**src/rtl/cpu_tick_sequencer.sv**
```systemverilog
// CPU tick sequencer: generates a divided TICK clock in run, single-step or
// burst mode, with graceful stop that never truncates a high phase.
module cpu_tick_sequencer #(
  parameter int unsigned N            = 8,
  parameter int unsigned DEFAULT_HALF = 8,
  parameter int unsigned BURST_W      = 8
) (
  input  logic               MAIN_CLOCK,
  input  logic               RESET_N,
  input  logic               START_PROCESSING_FLAG,
  input  logic               PROCESS_FINISHED,
  input  logic [1:0]         MODE,
  input  logic               STEP_REQ,
  input  logic [N-1:0]       HALF_PERIOD,
  input  logic [BURST_W-1:0] BURST_LEN,
  input  logic               LOAD_CFG,
  output logic               TICK,
  output logic               TICK_RISE,
  output logic               BUSY,
  output logic               DONE,
  output logic [15:0]        TICK_COUNT
);

  typedef enum logic [2:0] {
    S_IDLE, S_RUN, S_STEP_WAIT, S_STEP, S_BURST, S_HALT
  } state_t;

  state_t             state, state_next;
  logic [1:0]         mode_q;
  logic [N-1:0]       half_q;
  logic [BURST_W-1:0] len_q;
  logic [N-1:0]       cnt, cnt_next;
  logic [BURST_W-1:0] bursts, bursts_next;
  logic               pend, pend_next;
  logic               tick_next;
  logic               step_q;
  logic               leave_idle;
  logic               stop;
  logic               step_edge;
  logic               wrap;
  logic               active_next;

  assign stop        = PROCESS_FINISHED | ~START_PROCESSING_FLAG;
  assign step_edge   = STEP_REQ & ~step_q;
  assign wrap        = (cnt == half_q - N'(1));
  assign active_next = (state_next == S_RUN) || (state_next == S_STEP_WAIT) ||
                       (state_next == S_STEP) || (state_next == S_BURST);

  // Next-state and next-datapath decode
  always_comb begin
    state_next  = state;
    cnt_next    = cnt;
    bursts_next = bursts;
    pend_next   = pend;
    tick_next   = TICK;
    leave_idle  = 1'b0;
    case (state)
      S_IDLE: begin
        tick_next = 1'b0;
        cnt_next  = '0;
        pend_next = 1'b0;
        if (START_PROCESSING_FLAG && !PROCESS_FINISHED) begin
          leave_idle  = 1'b1;
          bursts_next = '0;
          case (mode_q)
            2'b01:   state_next = S_STEP_WAIT;
            2'b10:   state_next = S_BURST;
            default: state_next = S_RUN;
          endcase
        end
      end
      S_STEP_WAIT: begin
        tick_next = 1'b0;
        cnt_next  = '0;
        if (stop) begin
          state_next = S_HALT;
        end else if (step_edge) begin
          state_next = S_STEP;
        end
      end
      S_RUN, S_STEP, S_BURST: begin
        // With TICK low a stop (or an empty burst) halts immediately; a pending
        // rise is simply suppressed, so no partial high phase is ever emitted.
        if (!TICK && (stop || (state == S_BURST && len_q == '0))) begin
          state_next = S_HALT;
          cnt_next   = '0;
        end else begin
          cnt_next = wrap ? '0 : cnt + N'(1);
          if (wrap) begin
            tick_next = ~TICK;
          end
          if (TICK) begin
            pend_next = pend | stop;
            if (wrap) begin
              if (pend || stop) begin
                state_next = S_HALT;
              end else if (state == S_STEP) begin
                state_next = S_STEP_WAIT;
              end else if (state == S_BURST) begin
                if (bursts == len_q - BURST_W'(1)) begin
                  state_next = S_HALT;
                end else begin
                  bursts_next = bursts + BURST_W'(1);
                end
              end
            end
          end
        end
      end
      S_HALT: begin
        tick_next = 1'b0;
        cnt_next  = '0;
        pend_next = 1'b0;
        if (!START_PROCESSING_FLAG) begin
          state_next = S_IDLE;
        end
      end
      default: begin
        state_next = S_IDLE;
        tick_next  = 1'b0;
        cnt_next   = '0;
      end
    endcase
  end

  // State register
  always_ff @(posedge MAIN_CLOCK or negedge RESET_N) begin
    if (!RESET_N) begin
      state <= S_IDLE;
    end else begin
      state <= state_next;
    end
  end

  // Counters and registered outputs
  always_ff @(posedge MAIN_CLOCK or negedge RESET_N) begin
    if (!RESET_N) begin
      cnt        <= '0;
      bursts     <= '0;
      pend       <= 1'b0;
      step_q     <= 1'b0;
      TICK       <= 1'b0;
      TICK_RISE  <= 1'b0;
      BUSY       <= 1'b0;
      DONE       <= 1'b0;
      TICK_COUNT <= '0;
    end else begin
      cnt       <= cnt_next;
      bursts    <= bursts_next;
      pend      <= pend_next;
      step_q    <= STEP_REQ;
      TICK      <= tick_next;
      TICK_RISE <= tick_next & ~TICK;
      BUSY      <= active_next;
      DONE      <= (state_next == S_HALT) && (state != S_HALT);
      if (leave_idle) begin
        TICK_COUNT <= '0;
      end else if (tick_next && !TICK && (TICK_COUNT != 16'hFFFF)) begin
        TICK_COUNT <= TICK_COUNT + 16'd1;
      end
    end
  end

  // Configuration latch, writable only while idle
  always_ff @(posedge MAIN_CLOCK or negedge RESET_N) begin
    if (!RESET_N) begin
      mode_q <= 2'b00;
      half_q <= N'(DEFAULT_HALF);
      len_q  <= '0;
    end else if (state == S_IDLE && LOAD_CFG) begin
      mode_q <= MODE;
      half_q <= (HALF_PERIOD == '0) ? N'(DEFAULT_HALF) : HALF_PERIOD;
      len_q  <= BURST_LEN;
    end
  end

endmodule

```
**config.mk**
```make
export PLATFORM = sky130hd
export DESIGN_NAME = cpu_tick_sequencer
export DESIGN_NICKNAME = d
export VERILOG_FILES = /design/src/rtl/cpu_tick_sequencer.sv
export SDC_FILE = /design/constraint.sdc
export NUM_CORES = 1
export LEC_CHECK = 0
export CAP_MARGIN = 20
export CORE_ASPECT_RATIO = 1.1
export CORE_MARGIN = 4
export CORE_UTILIZATION = 50
export DETAILED_ROUTE_END_ITERATION = 8
export MAX_ROUTING_LAYER = met4
export PLACE_DENSITY = 0.84
export SLEW_MARGIN = 20
export SYNTH_ARGS = -nofsm -noshare
export SYNTH_HDL_FRONTEND = slang
export SYNTH_SLANG_ARGS = --single-unit
```
**constraint.sdc**
```tcl
create_clock -name MAIN_CLOCK -period 2.5 [get_ports MAIN_CLOCK]
set_input_delay 0.625 -clock MAIN_CLOCK [delete_from_list [all_inputs] [get_ports MAIN_CLOCK]]
set_output_delay 0.625 -clock MAIN_CLOCK [all_outputs]
set_load 0.01 [all_outputs]
```
==> results.py, run 1 <==
metrics = {
    "setup_path": {
        "rrSetupSlack_ns": -0.27,
        "worstPathRequired_ns": 2.77,
        "worstPathArrival_ns": 3.04,
        "critPathKind": "reg2reg",
        "endpoint_kind": "register",
        "crit_fanout": 4,
        "reg2reg_depth": 9,
        "crit_path_start_kind": "register",
    },
    "drt": {
        "viasPerCell": 6.197,
        "drtIter0Drc": 257,
        "ant_nets": 0,
        "dr.pass1.iters": 5,
        "vias": 3371,
        "wl_per_cell_um": 18.84,
        "wl_um": 10250,
        "drc": 0,
    },
    "clocking": {
        "cts-htree-levels": 3,
        "cts_max_path_buffers": 2,
        "hold_buffers": 0,
        "cts_tree": "done",
        "cts.sinks": 59,
        "root_buffer": "clkbuf_8",
        "cts_buffers": 9,
        "insertion_delay_ns": 0.35,
        "cts.clk_slew.worst_paths_ns": 0.08,
    },
    "timing": {
        "finalCriticalPeriod_ns": 2.770,
        "period_share": 1.108,
        "setup-tns-final_ns": -3.924,
        "fmax_mhz": 361.1,
        "finClkSkew_ns": 0.01515,
        "rsz0062_at_grt": "yes",
        "relSlewSlack": 0.5882,
        "setup_ws_ns": -0.2696,
        "setup_viol": 27,
        "tightest_slew_ns": 0.6154,
        "finalMaxSlewViolations": 0,
        "hold_viol": 0,
    },
    "floorplanning": {
        "fp-row-count": 31,
        "fp.dieH_um": 94.86,
        "core_area_um2": 6633,
        "dieArea_um2": 8250,
        "die_w_um": 86.97,
        "num_io_pins": 44,
        "start_util": 0.5171,
    },
    "power": {
        "p_per_area_nw_per_um2": 893.1,
        "power.internal_uw": 2764,
        "leakagePower_uw": 0.002055,
        "netSwitchingFraction": 0.3761,
        "p_seq_frac": 0.321,
        "share_comb_of_total_power": 0.461,
        "p_switching_uw": 1666,
        "vdd_drop_max_mv": 0.5095,
        "clkPwrFrac": 0.218,
    },
    "placed_design": {
        "hpwl_um": 6297,
        "port_buffers": 43,
        "place_congestion": 0.9226,
        "dp_slack_ns": -0.3635,
    },
    "synth": {
        "synthSimpleGateAreaFrac": 0.2510,
        "synth-xor-area-share": 0.06385,
        "synth_top_family_by_area": "simple AND/OR/NAND/NOR gates",
        "async_flop_share": 1.000,
        "postSynthCellCount": 365,
        "synth_seq_cells": 59,
        "synth_seq_area_share": 0.4309,
        "synth_edf_count": 0,
        "synth-adder-area-share": 0.02554,
        "synth_compound_area_frac": 0.1448,
        "syn_area_um2": 3430,
        "synth_ff_type": "dfrtp_1",
        "synth.distinct_cells": 62,
        "synthMuxAreaShare": 0.05472,
        "synth_warnings": 0,
        "avgSynthCellArea_um2": 9.396,
        "synth_fp_nets": 396,
    },
    "finish": {
        "layout_common_cells": "dfrtp_1 (58), clkdlybuf4s50_1 (42), buf_4 (38), nor2_1 (26), nand2_1 (22)",
        "diodes": 0,
        "drive_above_1_share": 0.2987,
        "final_common_cell": "dfrtp_1",
        "nFillCells": 419,
        "area_growth_pct": 44.62,
        "nets": 488,
    },
    "flow_run": {
        "max-cap-violations": 0,
    },
    "hold_path": {
        "hp-class": "in2async",
    },
    "grt": {
        "grt_pass1_wl_um": 15550,
        "grt_pass1_vias": 3322,
        "overflow": 0,
        "antenna_found_initial": 0,
        "grt_use_total": 0.2468,
        "grt_max_degree": 47,
    },
    "status": {
        "outcome": "finished with violations",
        "violations": "negative setup slack",
    },
}
critical path: stages, from the launching register on:
cell	delay [ns]
dfrtp_1	0.39
inv_1	0.11
ha_4	0.14
or3b_4	0.38
a211oi_2	0.20
o211ai_1	0.21
a211o_1	0.36
a211o_1	0.35
or4_4	0.44
a21oi_2	0.12
synth_stat cells, types with 2 or more instances:
master	count	area, um2
dfrtp_1	58	1451
nor2_1	33	123.9
a21oi_1	23	115.1
nand2_1	23	86.33
nand3_1	22	110.1
o21ai_0	21	105.1
mux2_2	14	157.7
xor2_1	14	122.6
or3_1	13	81.33
xnor2_1	11	96.34
and3_1	10	62.56
inv_1	10	37.54
clkbuf_1	9	33.78
nor3_1	9	45.04
ha_1	7	87.58
nand2b_1	7	43.79
nor4_1	6	37.54
and2_1	5	31.28
nand4_1	5	31.28
a31oi_1	4	25.02
o31ai_1	4	30.03
a211oi_1	3	22.52
a31o_2	3	26.28
mux2i_1	3	30.03
nor3b_1	3	22.52
or4_1	3	22.52
a211o_1	2	17.52
and3b_1	2	17.52
buf_4	2	15.01
nand3b_1	2	15.01
nor2b_1	2	12.51
o21bai_1	2	15.01
through the flow:
stage / instances / hold WS, ns / utilization / total power (uW) / instance area (um2)
2_1_floorplan: 365 / 0.3294 / - / 2359 / 3456
3_3_place_gp: 516 / 0.5289 / 0.6387 / 2907 / 4237
3_5_place_dp: 516 / 0.5266 / 0.6387 / 2969 / 4237
4_1_cts: 538 / 0.1828 / 0.7068 / 4082 / 4688
5_1_grt: 544 / 0.1863 / 0.7478 / 4679 / 4960
6_report: 544 / 0.1678 / 0.7478 / 4430 / 4960
path summary, 6_finish.rpt:
kind                                       start                     to
min in group MAIN_CLOCK    half_q[7]$_DFFE_PN0P_  half_q[7]$_DFFE_PN0P_
min reg2reg                half_q[7]$_DFFE_PN0P_  half_q[7]$_DFFE_PN0P_
max reg2reg                half_q[0]$_DFFE_PN0P_  bursts[5]$_DFFE_PN0P_
min                                      RESET_N  half_q[2]$_DFFE_PN0P_
max in group asynchronous                RESET_N  bursts[6]$_DFFE_PN0P_
max                        half_q[0]$_DFFE_PN0P_  bursts[5]$_DFFE_PN0P_
metal layers:
layer  global-route usage  wire [um]  vias to the layer above
met5                    -          0                        -
met4               0.1208        393                        0
met3              0.04363        594                       41
met2               0.3981       5139                      175
met1               0.2970       4125                     1638
li1                     -          -                     1517
power groups by stage:
| stage | Combinational [uW] | Clock, uW | Sequential (uW) |
|---|---|---|---|
| 2_1_floorplan | 1000 | 0 | 1360 |
| 3_3_place_gp | 1510 | 0 | 1400 |
| 3_5_place_dp | 1560 | 0 | 1410 |
| 4_1_cts | 1710 | 975 | 1390 |
| 5_1_grt | 2200 | 1030 | 1450 |
| 6_report | 2040 | 966 | 1420 |
registers in the layout, indices dropped and copies added (netlist names):
signal,count
mode_q,2
len_q,8
pend,1
half_q,8
TICK_RISE,1
step_q,1
BUSY,1
TICK_COUNT,16
cnt,8
DONE,1
TICK,1
bursts,8
state,3
cell families after synthesis:
| kind of cell | count (synthesis) |
|---|---|
| muxes | 17 |
| and+or+nand+nor | 156 |
| DFF | 59 |
| xor gates and xnor gates | 25 |
| AOI/OAI and AO/OA | 77 |
| adders and majority gates | 7 |
| buffers and inverters | 24 |
cell type report:
type | instances | area (um2) | share of cell area
repair buffers | 95 | 930.9 | 0.1877
clock buffers | 10 | 127.6 | 0.02573
flip-flops and latches | 59 | 1478 | 0.2979
inverters | 10 | 37.54 | 0.007568
multi-input cells | 282 | 2193 | 0.4422
well taps | 82 | 102.6 | 0.02069
clock inverters | 6 | 90.09 | 0.01816
repair_timing:
action / CTS / global route
endpoints found under the setup margin: 32 / 37
resized for setup: 35 / 44
hold endpoints to repair: 0 / 0
pin swaps: 13 / 16
setup buffers: 6 / 7
gates cloned: 1 / 0
Power figures use the tool's default switching activity.
==> run 2, diff against run 1 <==
--- a/config.mk
+++ b/config.mk
@@ -10,7 +10,6 @@
 export CORE_MARGIN = 4
 export CORE_UTILIZATION = 50
 export DETAILED_ROUTE_END_ITERATION = 8
-export MAX_ROUTING_LAYER = met4
 export PLACE_DENSITY = 0.84
 export SLEW_MARGIN = 20
 export SYNTH_ARGS = -nofsm -noshare
==> results.py, run 2 (synthesis results as in run 1) <==
metrics = {
    "status": {
        "outcome": "finished with violations",
        "violations": "negative setup slack",
    },
    "grt": {
        "grt_max_degree": 49,
        "grt_pass1_wl_um": 15610,
        "grt_pass1_vias": 3383,
        "antenna_found_initial": 0,
        "grt_use_total": 0.2434,
        "overflow": 0,
    },
    "floorplanning": {
        "dieArea_um2": 8250,
        "core_area_um2": 6633,
        "fp-row-count": 31,
        "start_util": 0.5171,
        "die_w_um": 86.97,
        "num_io_pins": 44,
        "fp.dieH_um": 94.86,
    },
    "hold_path": {
        "hp-class": "in2async",
    },
    "timing": {
        "fmax_mhz": 367.7,
        "setup_ws_ns": -0.2194,
        "finalMaxSlewViolations": 0,
        "tightest_slew_ns": 0.5717,
        "rsz0062_at_grt": "yes",
        "relSlewSlack": 0.6159,
        "period_share": 1.088,
        "hold_viol": 0,
        "finClkSkew_ns": 0.01055,
        "setup-tns-final_ns": -2.328,
        "finalCriticalPeriod_ns": 2.719,
        "setup_viol": 30,
    },
    "power": {
        "clkPwrFrac": 0.236,
        "netSwitchingFraction": 0.3683,
        "share_comb_of_total_power": 0.434,
        "p_switching_uw": 1564,
        "vdd_drop_max_mv": 0.5753,
        "leakagePower_uw": 0.002010,
        "p_per_area_nw_per_um2": 885.9,
        "power.internal_uw": 2683,
        "p_seq_frac": 0.330,
    },
    "placed_design": {
        "placed_area_um2": 4209,
        "place_congestion": 0.9343,
        "port_buffers": 43,
        "hpwl_um": 6368,
    },
    "flow_run": {
        "max-cap-violations": 0,
    },
    "finish": {
        "utilization": 0.7229,
        "area_growth_pct": 39.80,
        "diodes": 0,
        "nets": 493,
        "regMostFlops": "TICK_COUNT",
        "drive_above_1_share": 0.2762,
        "largest_reg_flops": 16,
        "final_common_cell": "dfrtp_1",
        "layout_common_cells": "dfrtp_1 (58), buf_4 (47), clkdlybuf4s50_1 (42), nor2_1 (31)",
        "final_cell_area_um2": 4795,
    },
    "setup_path": {
        "crit_slowest_cell": "or4_4",
        "rrSetupSlack_ns": -0.22,
        "r2r-end": "bursts[5]$_DFFE_PN0P_",
        "critPathTopFamily": "simple AND/OR/NAND/NOR gates",
        "timing.rr.start": "half_q[0]$_DFFE_PN0P_",
        "endpoint_kind": "register",
        "crit_top_cell": "a211o_1",
        "critPathBufInv": 1,
        "cp.depth": 8,
        "crit_start": "half_q[0]$_DFFE_PN0P_",
        "crit_path_start_kind": "register",
        "endpoint": "bursts[5]$_DFFE_PN0P_",
        "worstPathRequired_ns": 2.78,
        "crit_fanout": 4,
        "cpPeakStageDelay_ns": 0.46,
        "reg2reg_depth": 8,
        "path_cells": "buf_6, or4_4, and4bb_1, nor3b_4, a211o_1, a211o_1, or4_1, a21oi_2",
        "critPathKind": "reg2reg",
        "worstPathArrival_ns": 2.99,
    },
    "clocking": {
        "cts-htree-levels": 3,
        "insertion_delay_ns": 0.35,
        "cts_buffers": 9,
        "root_buffer": "clkbuf_8",
        "cts.clk_slew.worst_paths_ns": 0.07,
        "cts_tree": "done",
        "cts_max_path_buffers": 2,
        "cts.sinks": 59,
    },
    "drt": {
        "dr.pass1.iters": 5,
        "viasPerCell": 5.962,
        "wl_per_cell_um": 17.52,
        "vias": 3273,
        "drc": 0,
        "ant_nets": 0,
        "drtIter0Drc": 241,
        "wl_um": 9617,
    },
}
-- run 2: area by class of cell --
class / instances / area, um2
Clock buffer: 10 / 137.6
Clock inverter: 6 / 88.84
Fill cell: 456 / 1838
Inverter: 10 / 37.54
Multi-Input combinational cell: 282 / 2057
Sequential cell: 59 / 1478
Tap cell: 82 / 102.6
Timing Repair Buffer: 100 / 893.4
-- run 2: per-stage QoR --
stage	total power, uW	hold slack [ns]	worst slack, ns	instances
6_report	4247	0.1618	-0.2194	549
5_1_grt	4506	0.1674	-0.2825	549
4_1_cts	4109	0.1523	-0.1591	541
3_5_place_dp	2953	0.5139	-0.2909	514
3_3_place_gp	2874	0.5175	-0.2095	514
2_1_floorplan	2359	0.3294	-0.03180	365
-- run 2: per-layer routing --
layer  GRT usage  wire length, um  vias to the layer above
met4      0.1325              363                        0
met2      0.4019             4889                      121
met5           0                0                        -
met3     0.04887              494                       32
li1            -                -                     1522
met1      0.2964             3870                     1598
-- run 2: power by group through the flow --
| stage | Clock (uW) | Sequential [uW] | Combinational (uW) |
|---|---|---|---|
| floorplan | 0 | 1360 | 1000 |
| global placement | 0 | 1390 | 1480 |
| detailed placement | 0 | 1410 | 1550 |
| CTS | 1010 | 1390 | 1710 |
| global route | 1060 | 1420 | 2020 |
| finish | 1000 | 1400 | 1840 |
-- run 2: worst min path at each step --
stage,to,slack (ns),cells after the start
floorplan,BUSY$_DFF_PN0_,0.33,0
global placement,pend$_DFFE_PN0P_,0.52,2
detailed placement,pend$_DFFE_PN0P_,0.51,2
CTS,half_q[4]$_DFFE_PN0P_,0.15,1
global route,half_q[7]$_DFFE_PN0P_,0.17,1
finish,half_q[4]$_DFFE_PN0P_,0.16,1
-- run 2: repair_timing --
item	4_1_cts	5_1_grt
endpoints found under the setup margin	25	34
resized for setup	26	30
pin swaps	21	11
cloned	1	0
hold buffers	0	0
buffers inserted	10	8
